## config.mk

```make
export PLATFORM = sky130hd
export DESIGN_NAME = decoder_scan_driver_flat
export DESIGN_NICKNAME = d
export VERILOG_FILES = /design/src/rtl/decoder_scan_driver_if.sv /design/src/rtl/decoder_scan_driver.sv /design/src/flat_wrapper.sv
export SDC_FILE = /design/constraint.sdc
export NUM_CORES = 1
export LEC_CHECK = 0
export CAP_MARGIN = 25
export CORE_AREA = 2 2 39 41
export DETAILED_ROUTE_END_ITERATION = 6
export DIE_AREA = 0 0 41 43
export DONT_BUFFER_PORTS = 1
export PLACE_DENSITY_LB_ADDON = 0.15
export SYNTH_ARGS = -nofsm -noshare
export SYNTH_HDL_FRONTEND = slang
export SYNTH_SLANG_ARGS = --single-unit
```

## constraint.sdc

```tcl
create_clock -name clk -period 2.4 [get_ports clk]
set_clock_uncertainty 0.1 [all_clocks]
set_input_delay 0.36 -clock clk [delete_from_list [all_inputs] [get_ports clk]]
set_output_delay 0.36 -clock clk [all_outputs]
set_load 0.02 [all_outputs]
```

## src/rtl/decoder_scan_driver_if.sv

```systemverilog
// Handshake/status bundle between a scan controller and the decoder scan driver.
// The controller side uses master; the driver uses slave.
interface decoder_scan_driver_if #(
  parameter int NUM_OF_BITS = 4
);
  logic                   start;
  logic                   stop;
  logic                   continuous;
  logic [NUM_OF_BITS-1:0] a;
  logic                   ena;
  logic                   busy;
  logic                   done;
  logic                   wrap;

  modport master (
    output start, stop, continuous,
    input  a, ena, busy, done, wrap
  );

  modport slave (
    input  start, stop, continuous,
    output a, ena, busy, done, wrap
  );
endinterface

```

## src/rtl/decoder_scan_driver.sv

```systemverilog
// Steps the select code of a 2**NUM_OF_BITS-way decoder through every value,
// holding each one for DWELL_CYCLES clocks, in single-sweep or continuous mode.
//
// state | meaning
// IDLE  | waiting for start; a=0, ena=0
// SCAN  | sweeping codes, ena=1, busy=1
// DONE  | one-cycle done pulse after a completed single sweep
module decoder_scan_driver #(
  parameter int NUM_OF_BITS  = 4,
  parameter int DWELL_CYCLES = 4
) (
  input logic                 clk,
  input logic                 rst,
  decoder_scan_driver_if.slave bus
);

  localparam int CW = (DWELL_CYCLES > 1) ? $clog2(DWELL_CYCLES) : 1;
  localparam logic [CW-1:0]          DWELL_LAST = CW'(DWELL_CYCLES - 1);
  localparam logic [CW-1:0]          DWELL_ONE  = CW'(1);
  localparam logic [NUM_OF_BITS-1:0] CODE_LAST  = '1;
  localparam logic [NUM_OF_BITS-1:0] CODE_ONE   = NUM_OF_BITS'(1);

  typedef enum logic [1:0] {
    IDLE = 2'd0,
    SCAN = 2'd1,
    DONE = 2'd2
  } state_t;

  state_t                 state;
  logic [CW-1:0]          dwell_cnt;
  logic                   mode_cont;
  logic [NUM_OF_BITS-1:0] a_q;
  logic                   ena_q;
  logic                   busy_q;
  logic                   done_q;
  logic                   wrap_q;

  always_ff @(posedge clk or posedge rst) begin
    if (rst) begin
      state     <= IDLE;
      dwell_cnt <= '0;
      mode_cont <= 1'b0;
      a_q       <= '0;
      ena_q     <= 1'b0;
      busy_q    <= 1'b0;
      done_q    <= 1'b0;
      wrap_q    <= 1'b0;
    end else begin
      done_q <= 1'b0;
      wrap_q <= 1'b0;
      case (state)
        IDLE: begin
          if (bus.start && !bus.stop) begin
            state     <= SCAN;
            a_q       <= '0;
            ena_q     <= 1'b1;
            busy_q    <= 1'b1;
            dwell_cnt <= '0;
            mode_cont <= bus.continuous;
          end
        end
        SCAN: begin
          // stop beats both the end-of-sweep done and the continuous wrap
          if (bus.stop) begin
            state     <= IDLE;
            a_q       <= '0;
            ena_q     <= 1'b0;
            busy_q    <= 1'b0;
            dwell_cnt <= '0;
          end else if (dwell_cnt == DWELL_LAST) begin
            dwell_cnt <= '0;
            if (a_q != CODE_LAST) begin
              a_q <= a_q + CODE_ONE;
            end else if (mode_cont) begin
              a_q    <= '0;
              wrap_q <= 1'b1;
            end else begin
              state  <= DONE;
              a_q    <= '0;
              ena_q  <= 1'b0;
              busy_q <= 1'b0;
              done_q <= 1'b1;
            end
          end else begin
            dwell_cnt <= dwell_cnt + DWELL_ONE;
          end
        end
        DONE: begin
          state <= IDLE;
        end
        default: begin
          state <= IDLE;
        end
      endcase
    end
  end

  assign bus.a    = a_q;
  assign bus.ena  = ena_q;
  assign bus.busy = busy_q;
  assign bus.done = done_q;
  assign bus.wrap = wrap_q;

endmodule

```

## src/flat_wrapper.sv

```systemverilog
// flat-port wrapper written by rule: the top's interface ports become plain ports
module decoder_scan_driver_flat 
#(
  parameter int NUM_OF_BITS  = 4,
  parameter int DWELL_CYCLES = 4
)
  (clk, rst, bus_start, bus_stop, bus_continuous, bus_a, bus_ena, bus_busy, bus_done, bus_wrap);
  decoder_scan_driver_if #(.NUM_OF_BITS(NUM_OF_BITS)) bus_i ();
  input logic clk;
  input logic rst;
  input wire logic [$bits(bus_i.start)-1:0] bus_start;
  input wire logic [$bits(bus_i.stop)-1:0] bus_stop;
  input wire logic [$bits(bus_i.continuous)-1:0] bus_continuous;
  output wire logic [$bits(bus_i.a)-1:0] bus_a;
  output wire logic [$bits(bus_i.ena)-1:0] bus_ena;
  output wire logic [$bits(bus_i.busy)-1:0] bus_busy;
  output wire logic [$bits(bus_i.done)-1:0] bus_done;
  output wire logic [$bits(bus_i.wrap)-1:0] bus_wrap;
  assign bus_i.start = bus_start;
  assign bus_i.stop = bus_stop;
  assign bus_i.continuous = bus_continuous;
  assign bus_a = bus_i.a;
  assign bus_ena = bus_i.ena;
  assign bus_busy = bus_i.busy;
  assign bus_done = bus_i.done;
  assign bus_wrap = bus_i.wrap;
  decoder_scan_driver #(.NUM_OF_BITS(NUM_OF_BITS), .DWELL_CYCLES(DWELL_CYCLES)) u_core (.clk(clk), .rst(rst), .bus(bus_i));
endmodule
```

After elaboration in Yosys (flattened, before gate mapping)
Cells that the tools add are included.
{ "op_classes": {"n_addsub": 2, "n_eq_ne": 7, "n_mux": 31, "reduce_logical": 9} }
{ "op_table": {"columns": ["operator", "count"], "rows": [
  ["$mux W2", 8],
  ["$mux W4", 4],
  ["$mux W1", 15],
  ["$pmux W2 S2", 2],
  ["$pmux W4 S2", 1],
  ["$ne A3 B3 Y1 const B", 2],
  ["$reduce_and A5 Y1", 1],
  ["$add A4 B1 Y4 const B", 1],
  ["$ne A4 B4 Y1 const B", 1],
  ["$reduce_and A2 Y1", 2],
  ["$reduce_and A4 Y1", 1],
  ["$ne A3 B2 Y1 const B", 1],
  ["$reduce_and A3 Y1", 1],
  ["$add A2 B1 Y2 const B", 1],
  ["$eq A2 B1 Y1 const B", 1],
  ["$eq A2 B2 Y1 const B", 1],
  ["$logic_not A2 Y1", 1],
  ["$ne A2 B1 Y1 const B", 1],
  ["$pmux W1 S2", 1],
  ["$reduce_bool A2 Y1", 1],
  ["$logic_and A1 B1 Y1", 1],
  ["$logic_not A1 Y1", 1]
]} }
{ "totals": {"reg_bits": 12, "input_bits": 5, "output_inout_bits": 8} }

Logic depth before layout (Yosys ltp)
{ "logic_depth": {"ltp_word": 5, "ltp_mapped": 5} }

Worst setup path after synthesis
OpenSTA, ideal clock, no wires.
{ "synth_path": {"path_type": "reg-to-reg", "startpoint": "register, netlist name u_core.dwell_cnt[0]", "endpoint": "register u_core.mode_cont", "setup_ns": 0.125, "arrival_time_ns": 1.455, "required_ns": 2.175, "slack_ns": 0.720, "path_stages_with_launch": 6, "n_path_buf": 0, "synth_period_minus_slack_ns": 1.680, "path_cell_list": "dfrtp_1 -> ha_1 -> or3b_1 -> o211ai_2 -> a21oi_2 -> mux2_4"} }
{ "synth_rtl": {"columns": ["item", "line", "rtl"], "rows": [
  ["end signal, assigned", "decoder_scan_driver.sv:59", "mode_cont <= bus.continuous;"],
  ["end, declared", "decoder_scan_driver.sv:31", "logic mode_cont;"]
]} }

==> impl_metrics.env <==
export IMPL_run_status="complete, no violations"
export IMPL_yosysUniqueCellTypes=26
export IMPL_io_pins=13
export IMPL_totalWireLength_um=1058
export IMPL_via_count_of_the_first_global_routing_pass=370
export IMPL_setup_reg_to_reg_worst_slack_ps=650
export IMPL_synth_area_leaders="sky130_fd_sc_hd__dfrtp_1, sky130_fd_sc_hd__o21ai_0, sky130_fd_sc_hd__ha_1"
export IMPL_antenna_found_initial=0
export IMPL_rows=14
export IMPL_net_sw_power_mw=0.1117
export IMPL_areaGrowthSynthToFinish_pct=7.725
export IMPL_library_cell_with_the_largest_summed_area_after_synthesis="sky130_fd_sc_hd__dfrtp_1"
export IMPL_multi_input_area_um2=264.0
export IMPL_drtAntennaViolNets=0
export IMPL_power_density_relative_to_cell_area_mw_per_mm2=650.0
export IMPL_design_internal_power_mw=0.2966
export IMPL_grt_setup_unrepaired="no"
export IMPL_end_kind="register"
export IMPL_die_height_um=43
export IMPL_synth_top_area_share=0.5150
export IMPL_timing_hold_worst_class="input port to register"
export IMPL_worst_slack_ps=653.3
export IMPL_detailroute_via_count=404
export IMPL_detail_route_vias_per_cell=5.387
export IMPL_layout_drive_gt1_share=0.1525
export IMPL_synth_seq_cells=12
export IMPL_wire_length_of_the_first_global_routing_pass_um=1711
export IMPL_tritoncts="done"
export IMPL_postCtsResizedCells=0
export IMPL_cp_num_buf_inv=0
export IMPL_hold_ws_ps=48.80
export IMPL_worstPathMaxFanout=7
export IMPL_crit_reg2reg_launch="u_core.dwell_cnt[0]$_DFFE_PP0P_"
export IMPL_maxSlewHeadroom=0.6950
export IMPL_drt_first_iter_violations=5
export IMPL_cp_launch_type="register"
export IMPL_postCtsSetupRepairBufs=0
export IMPL_final_net_count=68
export IMPL_pwr_share_seq=0.594
export IMPL_synthCells=56
export IMPL_ctsHtreeMaxLevel=1
export IMPL_dp_hpwl_um=776.6
export IMPL_crit_arrival_ps=1810
export IMPL_crit_chain="ha_1 -> or3b_1 -> o211ai_2 -> a21oi_2 -> mux2_4"
export IMPL_place_detailed_instances=71
export IMPL_initial_utilization=0.4213
export IMPL_fin_crit_share=0.7278
export IMPL_path_clk_slew_ps=70
export IMPL_detailedPlace_worstSlack_ps=653.5
export IMPL_dieWidth_um=41
export IMPL_global_route_overflow_total=0
export IMPL_tightestPinTransition_ps=457.0
export IMPL_final_setup_viol_count=0
export IMPL_crit_start="u_core.dwell_cnt[0]$_DFFE_PP0P_"
export IMPL_pwr_share_clk=0.305
export IMPL_clkLatencyLatePin_ps=270
export IMPL_criticalPathCategory="register to register"
export IMPL_final_design_area_no_fill_um2=628.1
export IMPL_synthesis_yosys_warnings=0
export IMPL_globalplace_congestion=0.7014
export IMPL_timing_hold_violations_final=0
export IMPL_critPathMaxStageDelay_ps=390
export IMPL_die_footprint_mm2=0.001763
export IMPL_cts_buffers=3
export IMPL_power_combinational_fraction=0.101
export IMPL_vdd_ir_drop_worst_v=0.0003174
export IMPL_final_common_cell="sky130_fd_sc_hd__dfrtp_1"
export IMPL_first_pass_iters=3
export IMPL_final_period_minus_worst_setup_slack_ps=1747
export IMPL_dpl_instance_area_um2=595.6
export IMPL_worst_path_dominant_cell_family="flip-flops"
export IMPL_critPathSlowestCell="sky130_fd_sc_hd__dfrtp_1"
export IMPL_report_power_total_mw=0.4082
export IMPL_pin_count_of_the_biggest_net_entering_global_routing=13
export IMPL_routed_wire_length_per_instance_um=14.11
export IMPL_tns_ps=0
export IMPL_netSwitchingFraction=0.2736
export IMPL_cts_hold_fix_buffers=1
export IMPL_post_synth_instance_area_um2=583.1
export IMPL_static_leakage_power_nw=0.3149
export IMPL_number_of_diodes_added_for_antenna_fixing=0
export IMPL_cts_path_max_buffers=2
export IMPL_final_cells=75
export IMPL_max_freq_mhz=572.5
export IMPL_drv_cap=0
export IMPL_core_mm2=0.001384
export IMPL_hold_path_startpoint="bus_stop"
export IMPL_cts_sinks=12
export IMPL_final_cell_mix="sky130_fd_sc_hd__dfrtp_1, sky130_fd_sc_hd__o21ai_0, sky130_fd_sc_hd__nand2_1"
export IMPL_syn_avg_cell_area_um2=10.41
export IMPL_placement_io_buffers=0
export IMPL_finalCoreUtilization=0.4539
export IMPL_proportion_of_synthesized_chip_area_in_sequential_cells=0.5150
export IMPL_filler_instances=140
export IMPL_syn_num_nets=63
export IMPL_storage_element_area_um2=300.3
export IMPL_ctsRootBufferMaster="sky130_fd_sc_hd__clkbuf_4"
export IMPL_gr_usage_all_layers=0.1553
export IMPL_crit_required_ps=2460
export IMPL_detail_route_drc_violations=0
export IMPL_final_max_slew_violation_count=0
[path summary, 6_finish.rpt]
kind / end / depth (start not counted)
max: u_core.mode_cont$_DFFE_PP0P_ / 5
min: u_core.state[0]$_DFFE_PP0P_ / 1
max reg2reg: u_core.mode_cont$_DFFE_PP0P_ / 5
min reg2reg: u_core.dwell_cnt[0]$_DFFE_PP0P_ / 1
max in group asynchronous: u_core.state[0]$_DFFE_PP0P_ / 2
min in group asynchronous: u_core.bus.a[3]$_DFFE_PP0P_ / 2
[kinds of logic after synthesis]
kind of cell               after synthesis  synth area share
DFF                                     12            0.5150
AOI/OAI and AO/OA                       14            0.1588
adders and majority gates                2           0.04291
muxes                                    2           0.04506
and+or+nand+nor                         22            0.2060
buffers and inverters                    4           0.03219
[sequential cells by signal (all words and copies together), names as in the netlist]
register          count
u_core.state          2
u_core.bus.wrap       1
u_core.dwell_cnt      2
u_core.mode_cont      1
u_core.bus.a          4
u_core.bus.done       1
u_core.bus.busy       1
[routing by layer]
metal,wire [um],share of wire,global-route usage
met1,496,0.47,0.2133
met2,461,0.44,0.1906
met3,59,0.056,0.03665
met4,40,0.038,0.1400
met5,0,0,0
[area by class of cell]
| cell class | count | area share |
|---|---|---|
| multi-input combinational | 40 | 0.4203 |
| timing repair buffer | 1 | 0.01594 |
| inverter | 3 | 0.01793 |
| tap | 16 | 0.03187 |
| clock buffer | 3 | 0.03586 |
| sequential | 12 | 0.4781 |
[power groups by stage]
stage | logic, mW | registers (mW) | clock network, mW
final | 0.0413 | 0.243 | 0.124
after global routing | 0.0486 | 0.245 | 0.140
after CTS | 0.0424 | 0.243 | 0.128
after detailed placement | 0.0412 | 0.247 | 0
after global placement | 0.0411 | 0.246 | 0
after floorplan | 0.0441 | 0.239 | 0
[cell usage after synthesis]
master / count
sky130_fd_sc_hd__o21ai_0: 7
sky130_fd_sc_hd__nand2_1: 5
sky130_fd_sc_hd__and2_1: 3
sky130_fd_sc_hd__nor2_1: 4
sky130_fd_sc_hd__a21o_2: 1
sky130_fd_sc_hd__mux2_2: 1
sky130_fd_sc_hd__and3_1: 1
sky130_fd_sc_hd__or3b_1: 2
sky130_fd_sc_hd__ha_1: 2
sky130_fd_sc_hd__nor3_1: 1
sky130_fd_sc_hd__o31ai_1: 1
sky130_fd_sc_hd__o211ai_2: 1
sky130_fd_sc_hd__a21oi_2: 1
sky130_fd_sc_hd__dfrtp_1: 12
sky130_fd_sc_hd__buf_4: 1
sky130_fd_sc_hd__a21o_1: 1
sky130_fd_sc_hd__nor3b_1: 1
sky130_fd_sc_hd__and3_2: 1
sky130_fd_sc_hd__nor4_1: 1
sky130_fd_sc_hd__o21bai_1: 1
sky130_fd_sc_hd__inv_1: 3
sky130_fd_sc_hd__nand3_1: 1
sky130_fd_sc_hd__nand4_1: 1
sky130_fd_sc_hd__nor2b_1: 1
sky130_fd_sc_hd__a21oi_1: 1
sky130_fd_sc_hd__mux2_4: 1
No activity file was read; power rests on OpenSTA's default activity.
